File: src/rtl/spi_master_arbiter.sv
// Round-robin arbiter/sequencer sharing one SPI master among N requesters.
// Optional WAIT watchdog enabled by defining SPI_ARB_TIMEOUT_EN.
module spi_master_arbiter #(
   parameter int unsigned N      = 4,
   parameter int unsigned W_DAT  = 32,
   parameter int unsigned W_CNT  = 8,
   parameter int unsigned GAP    = 4
`ifdef SPI_ARB_TIMEOUT_EN
   ,
   parameter int unsigned TO_CYC = 4096
`endif
) (
   input  logic               i_clk,
   input  logic               i_rst,
   input  logic [N-1:0]       i_req,
   input  logic [N*W_DAT-1:0] i_req_dat,
   input  logic [N*W_CNT-1:0] i_req_bit_cnt,
   input  logic [N*W_CNT-1:0] i_req_clk_div,
   input  logic [N*W_CNT-1:0] i_req_mosi_cnt,
   input  logic [N*5-1:0]     i_req_mode,
   output logic [N-1:0]       o_ack,
   output logic [W_DAT-1:0]   o_rsp_dat,
   output logic               o_rsp_err,
   output logic [2:0]         o_sel,
   output logic               o_busy,
   output logic [W_DAT-1:0]   o_m_dat_mosi,
   output logic [W_CNT-1:0]   o_m_bit_cnt,
   output logic [W_CNT-1:0]   o_m_clk_div,
   output logic [W_CNT-1:0]   o_m_mosi_cnt,
   output logic [2:0]         o_m_miso_ltn,
   output logic               o_m_cpol,
   output logic               o_m_cpha,
   output logic               o_m_f_snd,
   input  logic               i_m_f_fin,
   input  logic [W_DAT-1:0]   i_m_dat_miso
);

   localparam int unsigned GW = (GAP < 1) ? 1 : $clog2(GAP + 1);

   typedef enum logic [2:0] {StIdle, StLoad, StSend, StWait, StDone, StGap} state_t;

   state_t           r_state, w_state_nxt;
   logic [2:0]       r_ptr, r_sel;
   logic [GW-1:0]    r_gap;
   logic [N-1:0]     r_ack, w_sel_oh;
   logic [W_DAT-1:0] r_rsp_dat;
   logic             r_snd;
   logic             w_found, w_to_hit;
   logic [2:0]       w_win;
   logic [3:0]       w_cand;
   logic [W_DAT-1:0] w_dat;
   logic [W_CNT-1:0] w_bit_cnt, w_clk_div, w_mosi_cnt;
   logic [4:0]       w_mode;

   // Search starts just above the last owner so it has lowest priority next round
   always_comb begin
      w_found = 1'b0;
      w_win   = '0;
      w_cand  = '0;
      for (int k = 1; k <= int'(N); k++) begin
         w_cand = {1'b0, r_ptr} + 4'(k);
         if (w_cand >= 4'(N)) w_cand = w_cand - 4'(N);
         for (int i = 0; i < int'(N); i++) begin
            if (!w_found && (w_cand == 4'(i)) && i_req[i]) begin
               w_found = 1'b1;
               w_win   = 3'(i);
            end
         end
      end
   end

   always_comb begin
      w_dat      = '0;
      w_bit_cnt  = '0;
      w_clk_div  = '0;
      w_mosi_cnt = '0;
      w_mode     = '0;
      w_sel_oh   = '0;
      for (int i = 0; i < int'(N); i++) begin
         if (w_win == 3'(i)) begin
            w_dat      = i_req_dat[i*W_DAT +: W_DAT];
            w_bit_cnt  = i_req_bit_cnt[i*W_CNT +: W_CNT];
            w_clk_div  = i_req_clk_div[i*W_CNT +: W_CNT];
            w_mosi_cnt = i_req_mosi_cnt[i*W_CNT +: W_CNT];
            w_mode     = i_req_mode[i*5 +: 5];
         end
         w_sel_oh[i] = (r_sel == 3'(i));
      end
   end

   always_comb begin
      w_state_nxt = r_state;
      case (r_state)
         StIdle:  if (w_found) w_state_nxt = StLoad;
         StLoad:  w_state_nxt = StSend;
         StSend:  w_state_nxt = StWait;
         StWait:  if (i_m_f_fin || w_to_hit) w_state_nxt = StDone;
         StDone:  w_state_nxt = StGap;
         StGap:   if (r_gap <= GW'(1)) w_state_nxt = StIdle;
         default: w_state_nxt = StIdle;
      endcase
   end

`ifdef SPI_ARB_TIMEOUT_EN
   localparam int unsigned TW = $clog2(TO_CYC + 1);
   logic [TW-1:0] r_to;
   logic          r_err;

   always_ff @(posedge i_clk) begin
      if (i_rst || (r_state != StWait)) r_to <= '0;
      else                              r_to <= r_to + 1'b1;
   end

   assign w_to_hit  = (r_state == StWait) && (r_to == TW'(TO_CYC));
   assign o_rsp_err = r_err;
`else
   assign w_to_hit  = 1'b0;
   assign o_rsp_err = 1'b0;
`endif

   always_ff @(posedge i_clk) begin
      if (i_rst) begin
         r_state      <= StIdle;
         r_ptr        <= 3'(N - 1);
         r_sel        <= '0;
         r_gap        <= '0;
         r_ack        <= '0;
         r_rsp_dat    <= '0;
         r_snd        <= 1'b0;
         o_m_dat_mosi <= '0;
         o_m_bit_cnt  <= '0;
         o_m_clk_div  <= '0;
         o_m_mosi_cnt <= '0;
         o_m_miso_ltn <= '0;
         o_m_cpol     <= 1'b0;
         o_m_cpha     <= 1'b0;
`ifdef SPI_ARB_TIMEOUT_EN
         r_err        <= 1'b0;
`endif
      end else begin
         r_state <= w_state_nxt;
         r_ack   <= '0;
         r_snd   <= 1'b0;
         case (r_state)
            StIdle: begin
               if (w_found) begin
                  r_sel        <= w_win;
                  r_ptr        <= w_win;
                  o_m_dat_mosi <= w_dat;
                  o_m_bit_cnt  <= w_bit_cnt;
                  o_m_clk_div  <= w_clk_div;
                  o_m_mosi_cnt <= w_mosi_cnt;
                  o_m_miso_ltn <= w_mode[4:2];
                  o_m_cpol     <= w_mode[1];
                  o_m_cpha     <= w_mode[0];
               end
            end
            StLoad: r_snd <= 1'b1;
            StWait: begin
               // A finish coinciding with the watchdog limit is a normal completion
               if (i_m_f_fin) begin
                  r_ack     <= w_sel_oh;
                  r_rsp_dat <= i_m_dat_miso;
`ifdef SPI_ARB_TIMEOUT_EN
                  r_err     <= 1'b0;
`endif
               end else if (w_to_hit) begin
                  r_ack     <= w_sel_oh;
                  r_rsp_dat <= '1;
`ifdef SPI_ARB_TIMEOUT_EN
                  r_err     <= 1'b1;
`endif
               end
            end
            StDone:  r_gap <= GW'(GAP);
            StGap:   r_gap <= r_gap - 1'b1;
            default: ;
         endcase
      end
   end

   assign o_ack     = r_ack;
   assign o_rsp_dat = r_rsp_dat;
   assign o_sel     = r_sel;
   assign o_busy    = (r_state != StIdle);
   assign o_m_f_snd = r_snd;

endmodule

File: config.mk
export PLATFORM = sky130hd
export DESIGN_NAME = spi_master_arbiter
export DESIGN_NICKNAME = d
export VERILOG_FILES = /design/src/rtl/spi_master_arbiter.sv
export SDC_FILE = /design/constraint.sdc
export NUM_CORES = 1
export LEC_CHECK = 0
export ABC_AREA = 1
export CAP_MARGIN = 25
export CORE_AREA = 2 2 149 151
export CTS_BUF_LIST = sky130_fd_sc_hd__clkbuf_4 sky130_fd_sc_hd__clkbuf_8
export DETAILED_ROUTE_END_ITERATION = 12
export DIE_AREA = 0 0 151 153
export GPL_TIMING_DRIVEN = 0
export PLACE_DENSITY = 0.75
export SLEW_MARGIN = 20
export SYNTH_ARGS = -nofsm -noshare
export SYNTH_HDL_FRONTEND = slang
export SYNTH_SLANG_ARGS = --single-unit
File: constraint.sdc
create_clock -name i_clk -period 3.7 [get_ports i_clk]
set_clock_uncertainty 0.1 [all_clocks]
set_input_delay 0.74 -clock i_clk [delete_from_list [all_inputs] [get_ports i_clk]]
set_output_delay 0.74 -clock i_clk [all_outputs]
set_load 0.05 [all_outputs]
==> results.json <==
{
  "critPathCaptureType": "flop",
  "tns_ps": 0,
  "grt_max_degree": 23,
  "root_buffer": "clkbuf_8",
  "status": "completed",
  "viasPerCell": 4.68,
  "final_nets": 1797,
  "post_cts_buffers": 0,
  "ioPinCount": 386,
  "dp_hpwl_um": 21800,
  "drv_slew": 0,
  "routedWlPerCell_um": 15.3,
  "syn_area_um2": 6660,
  "grt.overflow.total": 0,
  "ant_nets": 0,
  "rsz0062_at_grt": "false",
  "path_clk_slew_ps": 120,
  "ys_ff_latch": 108,
  "drc_errors": 0,
  "num_vias": 8408,
  "synth_warnings": 0,
  "crit_required_ps": 3860,
  "grt_usage_pct": 22.9,
  "cts_buffer_depth": 2,
  "cts_hold_buf": 0,
  "slew_headroom_pct": 58.7,
  "p_leak_uw": 0.00491,
  "diodes": 0,
  "fp.coreArea_um2": 21500,
  "gp_congestion": 0.911,
  "dieArea_um2": 23100,
  "crit_path_max_fanout": 10,
  "drt_first_iter_violations": 383,
  "crit_arrival_ps": 3580,
  "postSynthAreaPerCell_um2": 5.96,
  "grt_pass1_wl_um": 41300,
  "antenna_found_initial": 0,
  "cpPeakStageDelay_ps": 600,
  "nFillCells": 2192,
  "cpMaxStageDelayCell": "clkdlybuf4s50_1",
  "numCtsBuffers": 9,
  "syn2layout_area_growth_pct": 66.0,
  "cts_tree": "yes",
  "period_share_pct": 92.3,
  "rows": 54,
  "die-height_um": 153,
  "seq_area_frac_synth_pct": 32.5,
  "hold_path.class": "flop to flop",
  "initial_core_util_pct": 31.0,
  "timing.fmax_ghz": 0.293,
  "period_minus_slack_ps": 3420,
  "reg2reg_depth": 18,
  "setup_viol": 0,
  "p_total_uw": 9470,
  "min_path_cells": 2,
  "peakVddDrop_v": 0.000436,
  "clk_latency_ps": 390,
  "power_density_nw_per_um2": 857,
  "routed_wl_um": 27500,
  "post-route-util_pct": 51.4,
  "max-cap-violations": 0,
  "cts_resized": 0,
  "crit_type": "input port to flop",
  "multi_input_area_um2": 3470,
  "dr.pass1.iters": 4,
  "synth_cell_types": 31,
  "cpMostUsedCell": "nor2_1",
  "seqCellArea_um2": 2160,
  "port_buffers": 382,
  "startpoint_type": "input port",
  "drive_above_1_share_pct": 5.47,
  "hold_violations": 0,
  "cp_cell_sequence": "clkdlybuf4s50_1, nand3_1, nand3_1, nor2_2, nand4_1, nand3_1, nor2_1, nand3b_1, clkinv_1, nand2_2, nor2_4, clkbuf_1, o21ai_1, nor2_1, nor2_1, nor2_1, nor2_1",
  "htree_levels": 3,
  "dieWidth_um": 151,
  "clock-sinks": 108,
  "tightest_slew_ps": 618,
  "grt_pass1_vias": 8207,
  "syn_inst": 1118
}
-- placed cells by master, fill, tap and decap left out, types with 3 or more instances in the layout --
| cell type | netlist | layout |
|---|---|---|
| nand2_1 | 172 | 172 |
| o21ai_1 | 41 | 41 |
| nand4_1 | 27 | 27 |
| inv_1 | 167 | 167 |
| buf_4 | 15 | 15 |
| clkinv_8 | 0 | 4 |
| clkdlybuf4s50_1 | 0 | 382 |
| inv_2 | 5 | 5 |
| buf_2 | 25 | 25 |
| nor2_1 | 260 | 260 |
| clkbuf_8 | 0 | 9 |
| a21oi_1 | 27 | 27 |
| dfxtp_1 | 108 | 108 |
| nand2_2 | 3 | 3 |
| clkbuf_1 | 29 | 29 |
| nor2_2 | 4 | 4 |
| o211ai_1 | 5 | 5 |
| nand3_2 | 3 | 3 |
| nor3_1 | 8 | 8 |
| buf_6 | 3 | 3 |
| nand3_1 | 131 | 131 |
| nand3b_1 | 19 | 19 |
| nor2_4 | 3 | 3 |
| o21ai_0 | 51 | 51 |
-- layer usage --
metal  vias up  part of all wire, %  track usage [%]
met5         -                    0                0
met4         0                  3.9             9.88
met3        59                  9.4             7.22
met2       340                   46             40.0
met1      3735                   40             25.2
li1       4274                    -                -
-- layout make-up --
class	count	area share, %
plain buffers	73	3.49
flip-flops and latches	108	19.6
well taps	280	3.17
multi-input cells	765	31.4
clock inverters	7	0.826
repair buffers	382	34.6
inverters	173	5.88
clock buffers	9	1.12
-- worst max-delay path: cells and delay by family --
| kind | cells | cell delay [ps] |
|---|---|---|
| AO/OA/AOI/OAI | 1 | 120 |
| AND/OR/NAND/NOR | 13 | 1610 |
| buffers and inverters | 3 | 1070 |
-- stage by stage --
| stage | setup WS (ps) | std cells | hold slack (ps) | area [um^2] |
|---|---|---|---|---|
| after floorplan | 1100 | 1119 | 344 | 6660 |
| after global placement | -173 | 1781 | 351 | 10800 |
| after detailed placement | -195 | 1781 | 356 | 10800 |
| after CTS | 238 | 1797 | 375 | 11100 |
| after global routing | 27.2 | 1797 | 392 | 11100 |
| final | 284 | 1797 | 373 | 11100 |
-- power by group --
group,internal (uW),switching (uW)
clock network,273,501
logic,2300,4590
registers,1570,229
-- state kept, by name, summed over array words and instances, names as in the netlist, 2 cells and up --
register	cells
o_m_dat_mosi	32
o_rsp_dat	32
o_m_bit_cnt	8
o_m_clk_div	8
o_m_mosi_cnt	8
o_ack	4
o_m_miso_ltn	3
r_gap	3
r_state	3
o_sel	2
r_ptr	2
-- cells by family (layout without fill, tap and decap cells) --
group | count (synthesis) | in the layout | share of synthesized area (%)
flops | 108 | 108 | 32.5
buf+inv | 246 | 644 | 15.5
other cells | 1 | 2 | 0.0563
simple gates | 635 | 635 | 41.8
fa+ha+maj | 2 | 2 | 0.376
compound gates | 126 | 126 | 9.73
-- cells in the mapped netlist --
library cell  count  area [um^2]
a21oi_1          27          135
a21oi_2           1         8.76
buf_2            25          125
buf_4            15          113
buf_6             3         33.8
clkbuf_1         29          109
clkbuf_2          1         5.00
clkinv_1          1         3.75
conb_1            1         3.75
dfxtp_1         108         2160
ha_1              2         25.0
inv_1           167          627
inv_2             5         18.8
nand2_1         172          646
nand2_2           3         18.8
nand2_4           1         11.3
nand3_1         131          656
nand3_2           3         30.0
nand3b_1         19          143
nand4_1          27          169
nand4_2           2         25.0
nor2_1          260          976
nor2_2            4         25.0
nor2_4            3         33.8
nor3_1            8         40.0
nor4_1            1         6.26
o211ai_1          5         37.5
o21ai_0          51          255
o21ai_1          41          205
o22ai_1           1         6.26
or2_2             1         6.26
-- path summary, 6_finish.rpt --
kind                      end  slack, ps            from
max reg2reg  o_m_dat_mosi[11]        700        r_ptr[0]
min reg2reg    o_m_clk_div[3]        370  o_m_clk_div[3]
max          o_m_dat_mosi[11]        280        i_req[3]
min            o_m_clk_div[3]        370  o_m_clk_div[3]
(Power assumes the default switching activity.)
